## src/rtl/f11_vic_pkg.sv

```systemverilog
// Shared state codes, level base and fast-input word layout for the F-11 vectored interrupt controller.
package f11_vic_pkg;

  typedef logic [2:0] vic_state_t;

  localparam vic_state_t ST_IDLE  = 3'd0;
  localparam vic_state_t ST_LATCH = 3'd1;
  localparam vic_state_t ST_FDIN  = 3'd2;
  localparam vic_state_t ST_ACK   = 3'd3;
  localparam vic_state_t ST_WAIT  = 3'd4;

  // Level code k on a source maps to CPU request line BR(LVL_BASE+k).
  localparam int LVL_BASE = 4;

  localparam int FDIN_START_LSB = 8;
  localparam int FDIN_HALT_BIT  = 2;

  function automatic logic [15:0] fdin_word(input logic [7:0] boot_hi, input logic halt_trap);
    logic [15:0] w;
    w = '0;
    w[FDIN_START_LSB +: 8] = boot_hi;
    w[FDIN_HALT_BIT]       = halt_trap;
    return w;
  endfunction

endpackage

```

## src/rtl/f11_vic_arb.sv

```systemverilog
// Combinational priority encoder: highest level wins, lowest index breaks ties; also ORs requests per level.
// Zero latency, no flow control (pure function of req/lvl).
module f11_vic_arb #(
  parameter int N  = 8,
  parameter int IW = (N > 1) ? $clog2(N) : 1
) (
  input  logic [N-1:0]   req,
  input  logic [2*N-1:0] lvl,
  output logic [IW-1:0]  win,
  output logic           valid,
  output logic [3:0]     lvl_or
);

  logic [1:0] best;

  // Scanning from the top index with >= lets a lower index displace an equal-level winner.
  always_comb begin
    win    = '0;
    valid  = 1'b0;
    lvl_or = '0;
    best   = '0;
    for (int i = N - 1; i >= 0; i--) begin
      if (req[i]) begin
        lvl_or[lvl[2*i +: 2]] = 1'b1;
        if (!valid || (lvl[2*i +: 2] >= best)) begin
          best  = lvl[2*i +: 2];
          win   = i[IW-1:0];
          valid = 1'b1;
        end
      end
    end
  end

endmodule

```

## src/rtl/f11_vic.sv

```systemverilog
// Vectored interrupt controller: per-level request lines, vector/fast-input answer to CPU strobes.
// Ack two cycles after strobe is seen; strobe must drop before the next cycle is accepted.
module f11_vic
  import f11_vic_pkg::*;
#(
  parameter int          N_IRQ     = 8,
  parameter logic [7:0]  BOOT_HI   = 8'o366,
  parameter logic        HALT_TRAP = 1'b0,
  parameter logic [15:0] STRAY_VEC = 16'o000000
) (
  input  logic                           vm_clk_p,
  input  logic                           vm_init,
  input  logic [N_IRQ-1:0]               irq_req,
  input  logic [2*N_IRQ-1:0]             irq_lvl,
  input  logic [8*N_IRQ-1:0]             irq_vec,
  output logic [N_IRQ-1:0]               irq_ack,
  output logic [LVL_BASE+3:LVL_BASE]     vm_virq,
  input  logic                           wbi_stb_i,
  input  logic                           wbi_una_i,
  output logic [15:0]                    wbi_dat_o,
  output logic                           wbi_ack_o
);

  localparam int IW = (N_IRQ > 1) ? $clog2(N_IRQ) : 1;

  vic_state_t       state;
  logic [IW-1:0]    arb_win;
  logic             arb_valid;
  logic [3:0]       lvl_or;
  logic [IW-1:0]    win_q;
  logic             valid_q;
  logic             fd_q;
  logic [7:0]       vec_sel;
  logic [N_IRQ-1:0] ack_1h;

  f11_vic_arb #(.N(N_IRQ), .IW(IW)) u_arb (
    .req    (irq_req),
    .lvl    (irq_lvl),
    .win    (arb_win),
    .valid  (arb_valid),
    .lvl_or (lvl_or)
  );

  always_comb begin
    vec_sel = '0;
    ack_1h  = '0;
    for (int i = 0; i < N_IRQ; i++) begin
      if (win_q == i[IW-1:0]) begin
        vec_sel   = irq_vec[8*i +: 8];
        ack_1h[i] = valid_q;
      end
    end
  end

  always_ff @(posedge vm_clk_p) begin
    if (vm_init) begin
      state     <= ST_IDLE;
      win_q     <= '0;
      valid_q   <= 1'b0;
      fd_q      <= 1'b0;
      vm_virq   <= '0;
      irq_ack   <= '0;
      wbi_ack_o <= 1'b0;
      wbi_dat_o <= '0;
    end else begin
      vm_virq   <= lvl_or;
      wbi_ack_o <= 1'b0;
      irq_ack   <= '0;
      case (state)
        ST_IDLE: begin
          if (wbi_stb_i) begin
            fd_q  <= wbi_una_i;
            state <= wbi_una_i ? ST_FDIN : ST_LATCH;
          end
        end
        ST_LATCH: begin
          win_q   <= arb_win;
          valid_q <= arb_valid;
          state   <= ST_ACK;
        end
        ST_FDIN: begin
          wbi_dat_o <= fdin_word(BOOT_HI, HALT_TRAP);
          state     <= ST_ACK;
        end
        ST_ACK: begin
          wbi_ack_o <= 1'b1;
          if (!fd_q) begin
            if (valid_q) begin
              wbi_dat_o <= {6'b0, vec_sel, 2'b00};
              irq_ack   <= ack_1h;
            end else begin
              wbi_dat_o <= STRAY_VEC;
            end
          end
          state <= ST_WAIT;
        end
        ST_WAIT: begin
          // A strobe still high here belongs to the cycle just answered.
          if (!wbi_stb_i) state <= ST_IDLE;
        end
        default: state <= ST_IDLE;
      endcase
    end
  end

endmodule

```

## config.mk

```make
export PLATFORM = sky130hd
export DESIGN_NAME = f11_vic
export DESIGN_NICKNAME = d
export VERILOG_FILES = /design/src/rtl/f11_vic_pkg.sv /design/src/rtl/f11_vic_arb.sv /design/src/rtl/f11_vic.sv
export SDC_FILE = /design/constraint.sdc
export NUM_CORES = 1
export LEC_CHECK = 0
export CORE_MARGIN = 2
export CORE_UTILIZATION = 30
export DETAILED_ROUTE_END_ITERATION = 8
export PLACE_DENSITY_LB_ADDON = 0.2
export SLEW_MARGIN = 20
export SYNTH_ARGS = -nofsm -noshare
export SYNTH_HDL_FRONTEND = slang
export SYNTH_SLANG_ARGS = --single-unit
```

## constraint.sdc

```tcl
create_clock -name vm_clk_p -period 17.6 [get_ports vm_clk_p]
set_input_delay 3.52 -clock vm_clk_p [delete_from_list [all_inputs] [get_ports vm_clk_p]]
set_output_delay 3.52 -clock vm_clk_p [all_outputs]
set_load 0.02 [all_outputs]
```

Word level (Yosys, flattened, before mapping)
Index checks and enable logic that the tools add are counted.
- equal/unequal tests: 14
- reductions and logical operators: 30
- multiplexer cells: 91
- $mul: 0
- shifts and indexed selects: 0
- div/mod/pow operators: 0
- bitwise operators: 9
- $add $sub $neg: 0
- $lt $le $gt $ge: 23
- operators with widths (operator ; count):
    two-way mux 8 bit ; 8
    two-way mux 3 bit ; 17
    two-way mux 1 bit ; 32
    two-way mux 4 bit ; 8
    one-hot mux 16 bit (2 select lines) ; 1
    two-way mux 2 bit ; 14
    OR 4 bit ; 7
    less-than comparator 2 x 3 -> 1 bit, second input constant ; 8
    demux 1 bit (select 2 bit) ; 8
    greater-or-equal comparator 2 x 1 -> 1 bit, second input constant ; 8
    two-way mux 16 bit ; 1
    == test 3 bit, second input constant ; 5
    greater-or-equal comparator 2 bit ; 7
    == test 3 x 2 -> 1 bit, second input constant ; 4
    one-hot mux 3 bit (4 select lines) ; 1
    two-way mux 10 bit ; 1
    logical AND 1 bit ; 8
    zero test 1 bit ; 7
    logical OR 1 bit ; 7
    == test 3 x 1 -> 1 bit, second input constant ; 2
    zero test 3 bit ; 2
    inequality test 2 bit, second input constant ; 3
    AND reduction 2 bit ; 3
    OR reduction 4 bit ; 1
    other kinds (3) ; 4
- input port bits: 92
- output and inout bits: 29
- ROM bits: 0
- logic and storage cells: 175
- memories kept: 0
- latch bits: 0
- flip-flop bits (word level): 37
- memory bits (writable): 0

Depth between registers and ports, before layout
Gate-level depths: netlist (run 1).
- depth in word-level cells: 29
- gate-level depth with buffers: 45

Hierarchy
Synthesis (run 1) repeated with hierarchy kept, for this count alone.
- cell total of the unflattened synthesis: 331
- area total of the unflattened synthesis: 2566.2 µm²
- by module, submodules not included (module ; sequential area each (µm²) ; cells each ; area each (µm²) ; times used):
    f11_vic ; 600.6 ; 194 ; 1665.3 ; 1
    f11_vic_arb ; 0.0 ; 137 ; 900.9 ; 1

Worst setup path before layout (run 1)
No wires, ideal clock.
- kind: input-to-reg
- from: in irq_req[7]
- to: reg win_q[2]
- required time: 17508 ps
- stages: 45
- library setup time: 92 ps
- slack: 5754 ps
- arrival time: 11754 ps
- cells stage by stage: buf_6 > nand2_1 > inv_1 > ha_1 > nor3b_1 > nor2_1 > o22ai_1 > ha_1 > or2b_1 > a211oi_4 > or2b_1 > mux2_1 > ha_1 > and2b_2 > o211ai_4 > mux2_2 > ha_1 > or2b_2 > (+9 left out) > a21o_2 > a31o_2 > o21ai_1 > ha_1 > nand2b_1 > a21oi_1 > a21boi_1 > a211o_2 > a31o_2 > o21ai_1 > ha_1 > nand2b_1 > a21oi_1 > o21ai_0 > nand2_1 > nand2_1 > or3_1 > o32ai_1
- longest elaborated chain between the ends: 29
- ends and longest elaborated chain (item ; RTL line ; RTL):
    start, declared ; f11_vic.sv:13 ; input logic [N_IRQ-1:0] irq_req,
    two-way mux 2 bit or two-way mux 1 bit (tied branches) ; f11_vic_arb.sv:23 ; if (req[i]) begin
    greater-or-equal comparator 2 bit or zero test 1 bit (tied branches) ; f11_vic_arb.sv:25 ; if (!valid || (lvl[2*i +: 2] >= best)) begin
    logical OR 1 bit ; f11_vic_arb.sv:25 ;
    two-way mux 2 bit or two-way mux 1 bit (tied branches) ; f11_vic_arb.sv:25 ;
    two-way mux 2 bit or two-way mux 1 bit (tied branches) ; f11_vic_arb.sv:23 ;
    greater-or-equal comparator 2 bit or zero test 1 bit (tied branches) ; f11_vic_arb.sv:25 ;
    logical OR 1 bit ; f11_vic_arb.sv:25 ;
    two-way mux 2 bit or two-way mux 1 bit (tied branches) ; f11_vic_arb.sv:25 ;
    (+13 left out) ; -- ;
    greater-or-equal comparator 2 bit or zero test 1 bit (tied branches) ; f11_vic_arb.sv:25 ;
    logical OR 1 bit ; f11_vic_arb.sv:25 ;
    two-way mux 2 bit or two-way mux 1 bit (tied branches) ; f11_vic_arb.sv:25 ;
    two-way mux 2 bit or two-way mux 1 bit (tied branches) ; f11_vic_arb.sv:23 ;
    greater-or-equal comparator 2 bit or zero test 1 bit (tied branches) ; f11_vic_arb.sv:25 ;
    logical OR 1 bit ; f11_vic_arb.sv:25 ;
    two-way mux 3 bit ; f11_vic_arb.sv:25 ;
    two-way mux 3 bit (*) ; f11_vic_arb.sv:23 ;
    end signal, assigned ; f11_vic.sv:77 ; win_q <= arb_win;
    end, declared ; f11_vic.sv:30 ; logic [IW-1:0] win_q;
Mark *: on every way between the ends. The rest lies on a longest branch, timed or not.
A chain may end at the register's enable or synchronous reset.

Worst setup path in the final report (run 1)
Same ends and word-level chain as after synthesis.

==> results.yml, run 1 <==
clock_network:
  cts_buffer_depth: 2
  h-tree-depth: 2
  cts.sinks: 30
  numCtsBuffers: 5
  cts_hold_buf: 0
  clk_pin_slew_ns: 0.06
  insertion_delay_ns: 0.27
  cts_resized: 0
  postCtsSetupRepairBufs: 0
  cts_root_buf: "clkbuf_8"
  tritoncts: "built"
routing:
  wl_per_cell_um: 15.3
  avgViaCountPerCell: 5.14
  finalWirelength_um: 7660
  ant_nets: 0
  drtIter0Drc: 88
  drc: 0
  routed-via-count: 2566
  firstDrtPassIters: 4
yosys:
  yosys.area.top_type_share: 0.240
  ys_seq_elements: 30
  yosysWarnings: 0
  synth.most_common_cell: "nor2_1"
  synth-main-ff-cell: "dfxtp_1"
  synth.avg_cell_area_sq_um: 8.84
  ys_seq_area_frac: 0.240
  synth_edf_count: 0
  ys_types: 57
  netlist_top_cells_count: "nor2_1, dfxtp_1, nand2_1"
  netlist_instances: 283
  synth_area_leaders: "dfxtp_1, mux4_2, ha_1"
  yosysTopAreaCell: "dfxtp_1"
  syn_area_sq_mm: 0.00250
  synthArstFlopShare: 0
status:
  status: "completed"
pwr:
  p_int_mw: 0.165
  clock_power_share: 0.268
  power_leakage_nw: 1.39
  power_switching_mw: 0.0717
  power.density_mw_per_mm2: 62.0
  swShare: 0.303
  p_seq_frac: 0.328
  peakVddDrop_mv: 0.0257
  combPwrFrac: 0.404
floorplanning:
  num_rows: 33
  die_w_um: 95.3
  ios: 121
  dieArea_sq_mm: 0.00908
  initial_utilization: 0.307
  core_sq_mm: 0.00813
  die_h_um: 95.3
setup_path:
  end_kind: "flip-flop"
  cpMostUsedCell: "ha_1"
  worstPathRequired_ns: 17.78
  critical_path_buf_inv_count: 2
  start_kind: "input port"
  crit_path_max_fanout: 9
  critical_path.top_delay_family: "compound AO/OA/AOI/OAI gates"
  critPathMaxStageDelay_ns: 0.63
  crit_slowest_cell: "clkdlybuf4s50_1"
  arrival_ns: 13.02
  worstSetupPathType: "input port to flip-flop"
global_routing:
  antenna_found_initial: 0
  overflow: 0
  grt_use_total: 0.168
  grt_pass1_wl_um: 12000
  grt_pass1_vias: 2464
  grt_max_degree: 24
layout:
  fin_cells: 499
  drive_gt1_frac: 0.114
  fin_nets: 497
  finish.instance_area_sq_mm: 0.00381
  syn_to_final_growth_pct: 52.4
  final_util: 0.469
  diodes: 0
timing:
  post-route-min-period_ns: 12.84
  finalMaxSlewViolations: 0
  fin_hold_ws_ns: 0.482
  worstMarginPinSlew_ns: 0.905
  setup_viol: 0
  max_freq_mhz: 77.9
  hold_violations: 0
  fin_setup_tns_ns: 0
  slew_headroom: 0.396
  clock-skew-final_ns: 0.00488
  rsz0062_at_grt: "no"
  min_period_over_period: 0.730
placed_design:
  gp_congestion: 0.952
  portBuffers: 117
  dp.final_hpwl_um: 6360
  dp.cells: 491
  placed_cell_area_sq_mm: 0.00370
run:
  maxCapViolations: 0
worst_hold_path:
  hold_path_class: "flip-flop to flip-flop"
-- sequential cells by signal, summed over array words and instances (netlist names) --
name	count
wbi_dat_o	9
irq_ack	8
vm_virq	4
state	3
win_q	3
fd_q	1
valid_q	1
wbi_ack_o	1
-- tightest hold or removal path: stages (launching register included) --
cell,delay (ns)
dfxtp_1,0.32
a21oi_1,0.06
nor2_1,0.07
-- logic make-up after synthesis --
group	synth area share
mux	0.194
simple gates	0.226
other cells	0.00150
flops	0.240
fa+ha+maj	0.0600
compound gates	0.213
buf+inv	0.0660
-- routing by layer --
metal	vias to the layer above	wire length (um)	track usage
li1	1265	-	-
met1	1220	3130	0.210
met2	79	3920	0.302
met3	2	590	0.0332
met4	0	17	0.0278
met5	-	0	0
-- metrics by stage --
stage	worst slack, ns	power, mW
global route	3.99	0.252
CTS	4.79	0.239
floorplan	5.75	0.137
finish	4.76	0.236
detailed placement	4.51	0.174
global placement	4.75	0.174
-- placed cells by master, fill, tap and decap left out, types with 4 or more instances in the layout --
cell type / netlist / final
nor3_1: 7 / 7
clkdlybuf4s50_1: 0 / 117
ha_1: 12 / 12
dfxtp_1: 30 / 30
mux2i_1: 9 / 9
o22ai_1: 7 / 7
a21oi_1: 17 / 17
a31oi_1: 4 / 4
o22a_1: 4 / 4
or3_1: 4 / 4
or2b_1: 4 / 4
nor4_1: 4 / 4
nor2_1: 37 / 37
clkbuf_8: 1 / 8
nand2b_1: 10 / 10
o21ai_0: 5 / 5
nand2_1: 30 / 30
mux4_2: 16 / 16
nor3b_1: 5 / 5
inv_1: 13 / 13
-- area by class of cell --
cell class / instances / area [sq um]
tap: 105 / 131
timing repair buffer: 118 / 1180
inverter: 13 / 48.8
fill: 789 / 4320
clock buffer: 8 / 110
multi-input combinational: 225 / 1740
sequential: 30 / 601
-- power by group through the flow --
stage / Sequential [mW] / Combinational [mW] / Clock (mW)
6_report: 0.0775 / 0.0954 / 0.0635
5_1_grt: 0.0783 / 0.106 / 0.0677
4_1_cts: 0.0776 / 0.0958 / 0.0652
3_5_place_dp: 0.0791 / 0.0953 / 0
3_3_place_gp: 0.0791 / 0.0947 / 0
2_1_floorplan: 0.0778 / 0.0591 / 0
-- worst paths after layout --
path / from / endpoint / slack (ns) / depth (start not counted)
setup / recovery: irq_req[7] / win_q[2] / 4.76 / 45
setup reg to reg: win_q[0] / wbi_dat_o[9] / 15.51 / 5
hold reg to reg: wbi_dat_o[8] / wbi_dat_o[8] / 0.48 / 2
hold / removal: wbi_dat_o[8] / wbi_dat_o[8] / 0.48 / 2
(Power assumes the default switching activity.)
==> run 2: changes to the inputs <==
- clock period: 17.6 -> 13 ns (I/O delays scaled with it)
==> run 2 against run 1 <==
Against the previous run:
- combinational power increased by 35%
- design area decreased by 0.72%
- via count decreased by 1.4%
- cell count decreased by 0.40%
- highest routed layer unchanged
==> results.yml, run 2 (synthesized netlist as in run 1, its figures left out) <==
routing:
  drtIter0Drc: 87
  finalWirelength_um: 7650
  drc: 0
  ant_nets: 0
  wl_per_cell_um: 15.4
  avgViaCountPerCell: 5.09
  routed-via-count: 2531
  firstDrtPassIters: 4
timing:
  fin_hold_ws_ns: 0.480
  finalMaxSlewViolations: 0
  min_period_over_period: 0.919
  slew_headroom: 0.413
  setup_slack_ns: 1.05
  fin_setup_tns_ns: 0
  worstMarginPinSlew_ns: 0.879
  max_freq_mhz: 83.7
  post-route-min-period_ns: 11.95
  rsz0062_at_grt: "no"
  setup_viol: 0
  hold_violations: 0
  clock-skew-final_ns: 0.00446
layout:
  fillers: 775
  reg.largest.list: "wbi_dat_o (9), irq_ack (8), vm_virq (4)"
  diodes: 0
  mostFrequentLayoutCell: "clkdlybuf4s50_1"
  ff_latch_area_sq_um: 601
  drive_gt1_frac: 0.110
  finish.instance_area_sq_mm: 0.00378
  fin_cells: 497
  largest_reg_flops: 9
  multiInputGateArea_sq_mm: 0.00174
  syn_to_final_growth_pct: 51.3
  fin_nets: 497
  largest-register: "wbi_dat_o"
  final_cell_mix: "clkdlybuf4s50_1, nor2_1, nand2_1, dfxtp_1, a21oi_1"
global_routing:
  grt_use_total: 0.166
  grt_max_degree: 24
  grt_pass1_wl_um: 11900
  grt_pass1_vias: 2444
  overflow: 0
  antenna_found_initial: 0
pwr:
  p_seq_frac: 0.345
  power.density_mw_per_mm2: 80.3
  clock_power_share: 0.231
  combPwrFrac: 0.425
  swShare: 0.308
  p_int_mw: 0.210
  power_leakage_nw: 1.37
  peakVddDrop_mv: 0.0358
  power_switching_mw: 0.0937
setup_path:
  worstPathRequired_ns: 13.18
  arrival_ns: 12.13
  start_kind: "input port"
  r2r-end: "wbi_dat_o[9]"
  r2r-start: "win_q[0]"
  cpMostUsedCell: "ha_1"
  r2r_cells: 5
  critical_path.top_delay_family: "compound AO/OA/AOI/OAI gates"
  crit_slowest_cell: "clkdlybuf4s50_1"
  end_kind: "flip-flop"
  crit_path_max_fanout: 9
  critical_path_buf_inv_count: 2
  worstSetupPathType: "input port to flip-flop"
  critPathMaxStageDelay_ns: 0.63
  r2r_setup_slack_ns: 10.92
worst_hold_path:
  hold-path-endpoint: "wbi_dat_o[9]"
  min_path_cells: 2
  min-delay-start: "valid_q"
  hold_path_class: "flip-flop to flip-flop"
clock_network:
  h-tree-depth: 2
  clk_pin_slew_ns: 0.06
  tritoncts: "built"
  cts.sinks: 30
  insertion_delay_ns: 0.27
  postCtsSetupRepairBufs: 0
  cts_hold_buf: 0
  cts_root_buf: "clkbuf_8"
  numCtsBuffers: 5
  cts_buffer_depth: 2
  cts_resized: 0
placed_design:
  portBuffers: 117
  dp.cells: 491
  gp_congestion: 0.952
  placed_cell_area_sq_mm: 0.00370
  place_ws_ns: 0.837
  dp.final_hpwl_um: 6410
floorplanning:
  dieArea_sq_mm: 0.00908
  die_w_um: 95.3
  num_rows: 33
  ios: 121
  initial_utilization: 0.307
  core_sq_mm: 0.00813
  die_h_um: 95.3
run:
  maxCapViolations: 0
status:
  status: "completed"
-- run 2: changes by cell type in the layout (fill, tap and decap cells not counted) --
| cell | change |
|---|---|
| clkbuf_8 | -2 |
-- run 2: power by group through the flow --
stage	Clock, mW	Sequential, mW	Combinational [mW]
after global placement	0	0.107	0.128
final	0.0701	0.105	0.129
after global routing	0.0751	0.106	0.143
after detailed placement	0	0.107	0.129
after floorplan	0	0.105	0.0800
after CTS	0.0721	0.105	0.130
-- run 2: worst max-delay path by stage --
stage	start	end	slack, ns	cells after the start
after floorplan	irq_req[7]	win_q[2]	2.07	45
after global placement	irq_req[7]	win_q[2]	1.07	45
after detailed placement	irq_req[7]	win_q[2]	0.84	45
after CTS	irq_req[7]	win_q[2]	1.11	45
after global routing	irq_req[7]	win_q[2]	0.29	44
final	irq_req[7]	win_q[2]	1.05	45
-- run 2: tightest hold or removal path: cells and delay by family (launching register included) --
kind | cells | cell delay, ns
flops | 1 | 0.32
simple gates | 1 | 0.06
compound gates | 1 | 0.06
-- run 2: final cells by class --
cell class / count / area share
clock buffer: 6 / 0.0218
inverter: 13 / 0.0129
multi-input combinational: 225 / 0.460
sequential: 30 / 0.159
tap: 105 / 0.0347
timing repair buffer: 118 / 0.311
-- run 2: metal layers --
layer | vias up | wire length, um | track usage
li1 | 1267 | - | -
met1 | 1173 | 3180 | 0.205
met2 | 84 | 3870 | 0.299
met3 | 7 | 539 | 0.0332
met4 | 0 | 56 | 0.0338
met5 | - | 0 | 0
-- run 2: stage by stage --
stage | util | total power, mW
5_1_grt | 0.465 | 0.324
2_1_floorplan | - | 0.185
3_5_place_dp | 0.455 | 0.237
4_1_cts | 0.465 | 0.307
6_report | 0.465 | 0.304
3_3_place_gp | 0.455 | 0.235
